## src/rtl/fall_feat_pkg.sv

```systemverilog
// Shared types and constants for the fall-detection feature extractor.
package fall_feat_pkg;

    typedef enum logic [1:0] {
        ACCUM = 2'd0,
        MEAN  = 2'd1,
        VAR   = 2'd2,
        SQRT  = 2'd3
    } feat_state_t;

    localparam int FEAT_W    = 32;
    localparam int SQRT_ITER = 16;

endpackage

```

## src/rtl/fall_feature_extractor_isqrt32.sv

```systemverilog
// Sequential restoring integer square root: 16 iterations, one root bit per clock.
// The first iteration runs on the go edge itself; done flags the cycle before the final edge.
module isqrt32
    import fall_feat_pkg::*;
(
    input  logic        clk,
    input  logic        reset_n,
    input  logic        go,
    input  logic [31:0] radicand,
    output logic [15:0] root,
    output logic        done
);

    logic [31:0] rad_q;
    logic [17:0] rem_q;
    logic [15:0] root_q;
    logic [3:0]  iter;
    logic        busy;

    logic [17:0] cur_rem;
    logic [15:0] cur_root;
    logic [1:0]  cur_bits;
    logic [19:0] shifted;
    logic [19:0] trial;
    logic [19:0] next_rem;
    logic        take;
    logic [15:0] next_root;

    // One restoring step; on go it starts from a fresh remainder and the radicand's top bits.
    always_comb begin
        cur_rem  = rem_q;
        cur_root = root_q;
        cur_bits = rad_q[31:30];
        if (go) begin
            cur_rem  = '0;
            cur_root = '0;
            cur_bits = radicand[31:30];
        end
        shifted   = {cur_rem, cur_bits};
        trial     = {2'b00, cur_root, 2'b01};
        take      = (shifted >= trial);
        next_rem  = take ? (shifted - trial) : shifted;
        next_root = {cur_root[14:0], take};
    end

    assign root = next_root;
    assign done = busy && (iter == 4'(SQRT_ITER - 1));

    always_ff @(posedge clk) begin
        if (!reset_n) begin
            busy   <= 1'b0;
            iter   <= '0;
            rad_q  <= '0;
            rem_q  <= '0;
            root_q <= '0;
        end else if (go) begin
            busy   <= 1'b1;
            iter   <= 4'd1;
            rad_q  <= {radicand[29:0], 2'b00};
            rem_q  <= 18'(next_rem);
            root_q <= next_root;
        end else if (busy) begin
            iter   <= iter + 4'd1;
            rad_q  <= {rad_q[29:0], 2'b00};
            rem_q  <= 18'(next_rem);
            root_q <= next_root;
            if (done) begin
                busy <= 1'b0;
            end
        end
    end

endmodule

```

## src/rtl/fall_feature_extractor.sv

```systemverilog
// Windowed mean / standard-deviation front end feeding svm_inference.
// Build option: define FALL_FEAT_MEAN_ROUND_EN for a round-half-up mean instead of floor.
module fall_feature_extractor
    import fall_feat_pkg::*;
#(
    parameter int WINDOW_LOG2 = 5,
    parameter int SAMPLE_W    = 16
) (
    input  logic                clk,
    input  logic                reset_n,
    input  logic                sample_valid,
    input  logic [SAMPLE_W-1:0] sample_data,
    output logic                sample_ready,
    output logic [FEAT_W-1:0]   feature_mean,
    output logic [FEAT_W-1:0]   feature_std,
    output logic                start
);

    localparam int SUM_W  = SAMPLE_W + WINDOW_LOG2;
    localparam int SQ_W   = 2 * SAMPLE_W + WINDOW_LOG2;
    localparam int PROD_W = 2 * SAMPLE_W;

    feat_state_t                state;
    logic signed [SUM_W-1:0]    sum;
    logic [SQ_W-1:0]            sumsq;
    logic [WINDOW_LOG2-1:0]     cnt;
    logic signed [FEAT_W-1:0]   mean_q;
    logic [FEAT_W-1:0]          var_q;
    logic                       sqrt_go;
    logic [15:0]                root;
    logic                       sqrt_done;

    logic signed [PROD_W-1:0]   sample_ext;
    logic signed [PROD_W-1:0]   sample_sq;
    logic signed [FEAT_W-1:0]   sum_ext;
    logic signed [FEAT_W-1:0]   mean_calc;
    logic [FEAT_W-1:0]          msq;
    logic signed [FEAT_W:0]     mean33;
    logic signed [FEAT_W:0]     var_diff;
    logic                       transfer;

    assign sample_ready = (state == ACCUM);
    assign transfer     = sample_valid && sample_ready;

    // Square, mean and variance datapath; a square is never negative so it zero-extends into sumsq.
    always_comb begin
        sample_ext = PROD_W'($signed(sample_data));
        sample_sq  = sample_ext * sample_ext;
        sum_ext    = FEAT_W'(sum);
`ifdef FALL_FEAT_MEAN_ROUND_EN
        mean_calc  = $signed(sum_ext + $signed(FEAT_W'(1 << (WINDOW_LOG2 - 1)))) >>> WINDOW_LOG2;
`else
        mean_calc  = sum_ext >>> WINDOW_LOG2;
`endif
        msq        = FEAT_W'(sumsq >> WINDOW_LOG2);
        mean33     = (FEAT_W + 1)'(mean_q);
        var_diff   = $signed({1'b0, msq}) - (mean33 * mean33);
    end

    isqrt32 u_isqrt (
        .clk      (clk),
        .reset_n  (reset_n),
        .go       (sqrt_go),
        .radicand (var_q),
        .root     (root),
        .done     (sqrt_done)
    );

    always_ff @(posedge clk) begin
        if (!reset_n) begin
            state        <= ACCUM;
            sum          <= '0;
            sumsq        <= '0;
            cnt          <= '0;
            mean_q       <= '0;
            var_q        <= '0;
            sqrt_go      <= 1'b0;
            feature_mean <= '0;
            feature_std  <= '0;
            start        <= 1'b0;
        end else begin
            start   <= 1'b0;
            sqrt_go <= 1'b0;
            unique case (state)
                ACCUM: begin
                    if (transfer) begin
                        sum   <= sum + SUM_W'($signed(sample_data));
                        sumsq <= sumsq + SQ_W'($unsigned(sample_sq));
                        if (cnt == {WINDOW_LOG2{1'b1}}) begin
                            cnt   <= '0;
                            state <= MEAN;
                        end else begin
                            cnt <= cnt + 1'b1;
                        end
                    end
                end
                MEAN: begin
                    mean_q <= mean_calc;
                    state  <= VAR;
                end
                VAR: begin
                    // Rounding in the mean can push mean^2 above the mean square, hence the clamp.
                    var_q   <= var_diff[FEAT_W] ? '0 : var_diff[FEAT_W-1:0];
                    sqrt_go <= 1'b1;
                    state   <= SQRT;
                end
                SQRT: begin
                    if (sqrt_done) begin
                        feature_mean <= mean_q;
                        feature_std  <= {16'b0, root};
                        start        <= 1'b1;
                        sum          <= '0;
                        sumsq        <= '0;
                        state        <= ACCUM;
                    end
                end
                default: state <= ACCUM;
            endcase
        end
    end

endmodule

```

## config.mk

```make
export PLATFORM = sky130hd
export DESIGN_NAME = fall_feature_extractor
export DESIGN_NICKNAME = d
export VERILOG_FILES = /design/src/rtl/fall_feat_pkg.sv /design/src/rtl/fall_feature_extractor_isqrt32.sv /design/src/rtl/fall_feature_extractor.sv
export SDC_FILE = /design/constraint.sdc
export NUM_CORES = 2
export LEC_CHECK = 0
export BUFFER_PORTS_ARGS = -buffer_cell sky130_fd_sc_hd__buf_2
export CORE_MARGIN = 2
export CORE_UTILIZATION = 36
export CTS_BUF_LIST = sky130_fd_sc_hd__clkbuf_4 sky130_fd_sc_hd__clkbuf_8
export DETAILED_ROUTE_END_ITERATION = 6
export PLACE_DENSITY = 0.54
export SLEW_MARGIN = 20
export SYNTH_ARGS = -nofsm -noshare
export SYNTH_HDL_FRONTEND = slang
export SYNTH_SLANG_ARGS = --single-unit
```

## constraint.sdc

```tcl
create_clock -name clk -period 12.4 [get_ports clk]
set_input_delay 1.86 -clock clk [delete_from_list [all_inputs] [get_ports clk]]
set_output_delay 1.86 -clock clk [all_outputs]
set_load 0.02 [all_outputs]
```

# Word-level counts from Yosys, hierarchy flattened
# Index checks and enable logic that the tools add are counted.
[totals]
output_inout_bits = 66
ff_bits = 216
wordCells = 74
[op_classes]
magnitude_cmp = 1
mux = 29
reduce_logical = 11
addsub = 6
n_bitwise = 1
eq_ne = 8
n_mul = 2
[ops]
columns = ["operator", "n"]
rows = [
  ["$mux W32", 3],
  ["$mux W37", 2],
  ["$pmux W37 S2", 1],
  ["$mux W18", 4],
  ["$mul A16 B16 Y32", 2],
  ["$mux W16", 3],
  ["$mux W21", 2],
  ["$pmux W21 S2", 1],
  ["$add A37 B32 Y37", 1],
  ["$sub A33 B32 Y33", 1],
  ["$add A21 B16 Y21", 1],
  ["$ge A20 B18 Y1", 1],
  ["$sub A18 B18 Y18", 1],
  ["$mux W2", 4],
  ["$pmux W2 S4", 1],
  ["$mux W1", 7],
  ["$reduce_and A2 Y1", 3],
  ["$reduce_and A3 Y1", 2],
  ["$add A5 B1 Y5 const B", 1],
  ["$eq A5 B5 Y1 const B", 1],
  ["$mux W5", 1],
  ["$add A4 B1 Y4 const B", 1],
  ["$eq A2 B2 Y1 const B", 2],
  ["$eq A4 B4 Y1 const B", 1],
  ["other kinds (8)", 11],
]

# Longest topological paths before layout
[logic_depth]
word_depth = 5
depth_mapped = 35
mapped_depth_nobuf = 33

# Cells and area by module
# A second synthesis with hierarchy kept.
[unflattened]
hier_cells = 3557
hier_area_um2 = 31788.0
[by_module_without_submodules]
columns = ["module", "n_inst", "area_each_um2", "cells_each", "seq_area_each_um2"]
rows = [
  ["fall_feature_extractor", 1, 27681.5, 3057, 2942.8],
  ["isqrt32", 1, 4106.4, 500, 1381.3],
]

# Least setup slack after synthesis
# OpenSTA, ideal clock, no wires.
[synth_path]
kind = "input -> register"
from = "in sample_data[5]"
to = "reg sumsq[36]"
setup_ps = 72
cell_stages = 31
slack_ps = 3006
arrival_ps = 9322
path_cell_list = "clkbuf_1 -> clkbuf_1 -> nand2_1 -> fa_1 -> inv_1 -> fa_1 -> fa_1 -> fa_1 -> fa_1 -> inv_1 -> fa_1 -> inv_1 -> ha_1 -> and3_1 -> a221o_1 -> a21o_1 -> o21ai_0 -> a21boi_0 -> or4b_1 -> o311ai_0 -> ha_1 -> clkbuf_1 -> a21o_1 -> a31oi_1 -> o21ai_1 -> nand3_1 -> and3_1 -> a31oi_1 -> o2111ai_1 -> or3_1 -> a21oi_1"
[synth_between]
elab_chain_len = 4
[synth_lines]
columns = ["item", "line", "rtl"]
rows = [
  ["start: declaration", "fall_feature_extractor.sv:12", "input logic [SAMPLE_W-1:0] sample_data,"],
  ["$mul A16 B16 Y32", "fall_feature_extractor.sv:48", "sample_sq = sample_ext * sample_ext;"],
  ["$add A37 B32 Y37", "fall_feature_extractor.sv:88", "sumsq <= sumsq + SQ_W'($unsigned(sample_sq));"],
  ["$mux W37", "fall_feature_extractor.sv:86", "if (transfer) begin"],
  ["$pmux W37 S2", "fall_feature_extractor.sv:84", "unique case (state)"],
  ["end signal: assignment", "fall_feature_extractor.sv:88", ""],
  ["end: declaration", "fall_feature_extractor.sv:25", "logic [SQ_W-1:0] sumsq;"],
]
# No other way between the ends. The select of a mux whose other input is x is not followed.
# A chain may end at the register's enable or synchronous reset.

# Worst setup path in the final report
[layout_path]
from = "in sample_data[15]"
to = "reg sumsq[36]"
# The elaborated chain is that of the path after synthesis.

==> reports/metrics.yaml <==
finalHoldViolations: 0
timing.final.crit_share_pct: 78.6
routed_via_density: 4.81
cts_buffers: 43
num_io_pins: 85
yosys.area.top_type_share_pct: 33.4
regArea_sq_mm: 0.00433
r2r_slack_ns: 4.85
async_flop_share_pct: 0
slowest_stage: "fa_1"
crit_top_cell: "fa_1"
synth_ff_type: "dfxtp_1"
place_congestion: 0.856
critPathArrivalTime_ns: 10.26
seq_area_frac_synth_pct: 13.7
synthTopCellsByCount: "inv_1, fa_1, nand2_1"
clk_latency_ns: 0.61
fin_crit_ns: 9.74
rr_startpoint: "mean_q[15]"
die-area_sq_mm: 0.0898
drt_iter0_drc: 968
yosysTopAreaCell: "fa_1"
cts_max_path_buffers: 3
ys_types: 97
cts_resized: 0
rsz0062_at_grt: "false"
setup_violations: 0
path_clk_slew_ns: 0.05
ys_warn_count: 0
startpoint_type: "primary input"
port_buffers: 68
crit_path_end_kind: "flip-flop"
cp.required_ns: 12.92
hpwl_microns: 59900
synth_area_leaders: "fa_1, dfxtp_1, ha_1"
cts_num_sinks: 216
path_class: "in2reg"
fmax_mhz: 103
hold_start: "u_isqrt.rem_q[1]"
synthesis.area_sq_mm: 0.0315
antenna_found_initial: 2
outcome: "finished clean"
nFillCells: 8937
die_y_microns: 300
wire_per_inst_microns: 16.0
avgSynthCellArea_sq_um: 8.90
grt-ovfl-total: 0
slew_headroom_pct: 26.5
coreArea_sq_mm: 0.0868
hp-class: "reg2reg"
postCtsSetupBuffers: 0
cp_num_buf_inv: 5
synth_cells: 3536
synth.most_common_cell: "inv_1"
drcViolationCount: 0
areaGrowthSynthToFinish_pct: 7.29
cts_root_buffer: "clkbuf_8"
grt_pass1_vias: 24000
cts_tree: "done"
num_rows: 108
skew_ns: 0.0327
routed_wl_microns: 75300
grt_max_degree: 96
drv_cap: 0
grt_pass1_wl_microns: 127000
tightest_slew_ns: 1.10
grtUsageTotal_pct: 17.4
finalNetCount: 4349
dieWidth_microns: 300
dr.pass1.iters: 5
cts-htree-levels: 2
critical_path.top_delay_family: "adder cells"
hold_buffers: 0
multi_input_area_sq_mm: 0.0239
slew_viol_final: 0
synth_edf_count: 0
ys_ff_latch: 216
initial_core_util_pct: 36.3
vias: 22700
fin_setup_tns_ns: 0
ant_nets: 0
drive_above_1_share_pct: 6.71
path_max_fanout: 26
critPathLaunch: "sample_data[15]"
slowest_delay_ns: 0.51
==> final timing paths <==
check / end / cells after the start
hold reg to reg: u_isqrt.rem_q[1] / 2
setup reg to reg: var_q[30] / 18
setup / recovery: sumsq[36] / 33
hold / removal: u_isqrt.rem_q[1] / 2
==> kinds of logic (layout without fill, tap and decap cells) <==
logic type	count (synthesis)	in the layout	synth area share (%)
AOI/OAI and AO/OA	552	552	11.7
xor gates and xnor gates	141	141	3.95
adders and majority gates	799	799	44.3
buffers and inverters	841	850	10.5
DFF	216	216	13.7
muxes	69	69	2.26
other	1	17	0.0119
and+or+nand+nor	917	917	13.5
==> tightest hold or removal path, cell delays in order (launching register included) <==
cell and delay [ns]:
dfxtp_1 0.30, nand2_1 0.05, a21oi_1 0.05
==> stage by stage <==
step           hold WS (ns)  cells  area [sq um]  utilization, %  setup WS (ns)
6_report              0.450   4716         33800            38.9           2.66
4_1_cts               0.452   4715         33800            38.9           2.68
2_1_floorplan         0.423   3551         31500               -           3.01
5_1_grt               0.466   4716         33800            38.9           1.95
3_3_place_gp          0.436   4641         32800            37.8           2.10
3_5_place_dp          0.444   4641         32800            37.8           2.04
==> area by class of cell <==
class	instances	area share, %
tap	1155	4.28
sequential	216	12.8
clock buffer	63	2.38
multi-input combinational	2494	70.8
timing repair buffer	95	1.61
clock inverter	11	0.511
antenna	1	0.00741
inverter	681	7.58
==> state kept, by name, indices dropped and copies added (netlist names), 2 cells and up <==
signal / flops
cnt: 5
feature_mean: 16
feature_std: 16
mean_q: 16
state: 2
sum: 21
sumsq: 37
u_isqrt.iter: 4
u_isqrt.rad_q: 30
u_isqrt.rem_q: 18
u_isqrt.root_q: 16
var_q: 32
==> cells in the final DEF (no fill, tap or decap), types with 8 or more instances in the layout <==
master / n
and2_1: 76
o2111ai_1: 9
dfxtp_1: 214
o21a_1: 22
or2_2: 10
xnor2_1: 100
buf_2: 68
a22oi_1: 23
inv_1: 679
nand2_1: 296
nand2b_1: 55
a21oi_1: 192
buf_4: 27
nor3_1: 30
a21o_1: 73
nand4_1: 15
fa_1: 525
clkbuf_4: 10
mux2i_1: 52
mux2_2: 17
and3_1: 16
a211oi_1: 14
clkbuf_8: 53
or3_1: 16
o21ai_0: 83
xor2_1: 40
nand3_1: 44
o21bai_1: 8
conb_1: 16
ha_1: 274
nor2b_1: 43
nor2_1: 280
a31oi_1: 19
==> metal layers <==
layer  global-route usage [%]  routed length [microns]  up-vias
met5                        0                       13        -
met4                     4.18                     1580        2
met3                     2.04                     2440       93
met2                     30.9                    37000      304
met1                     22.7                    34200    11100
li1                         -                        -    11200
Power is left out: the tool's default activity adds up to more than one toggle a clock period on the data nets, which glitch-free logic cannot reach.
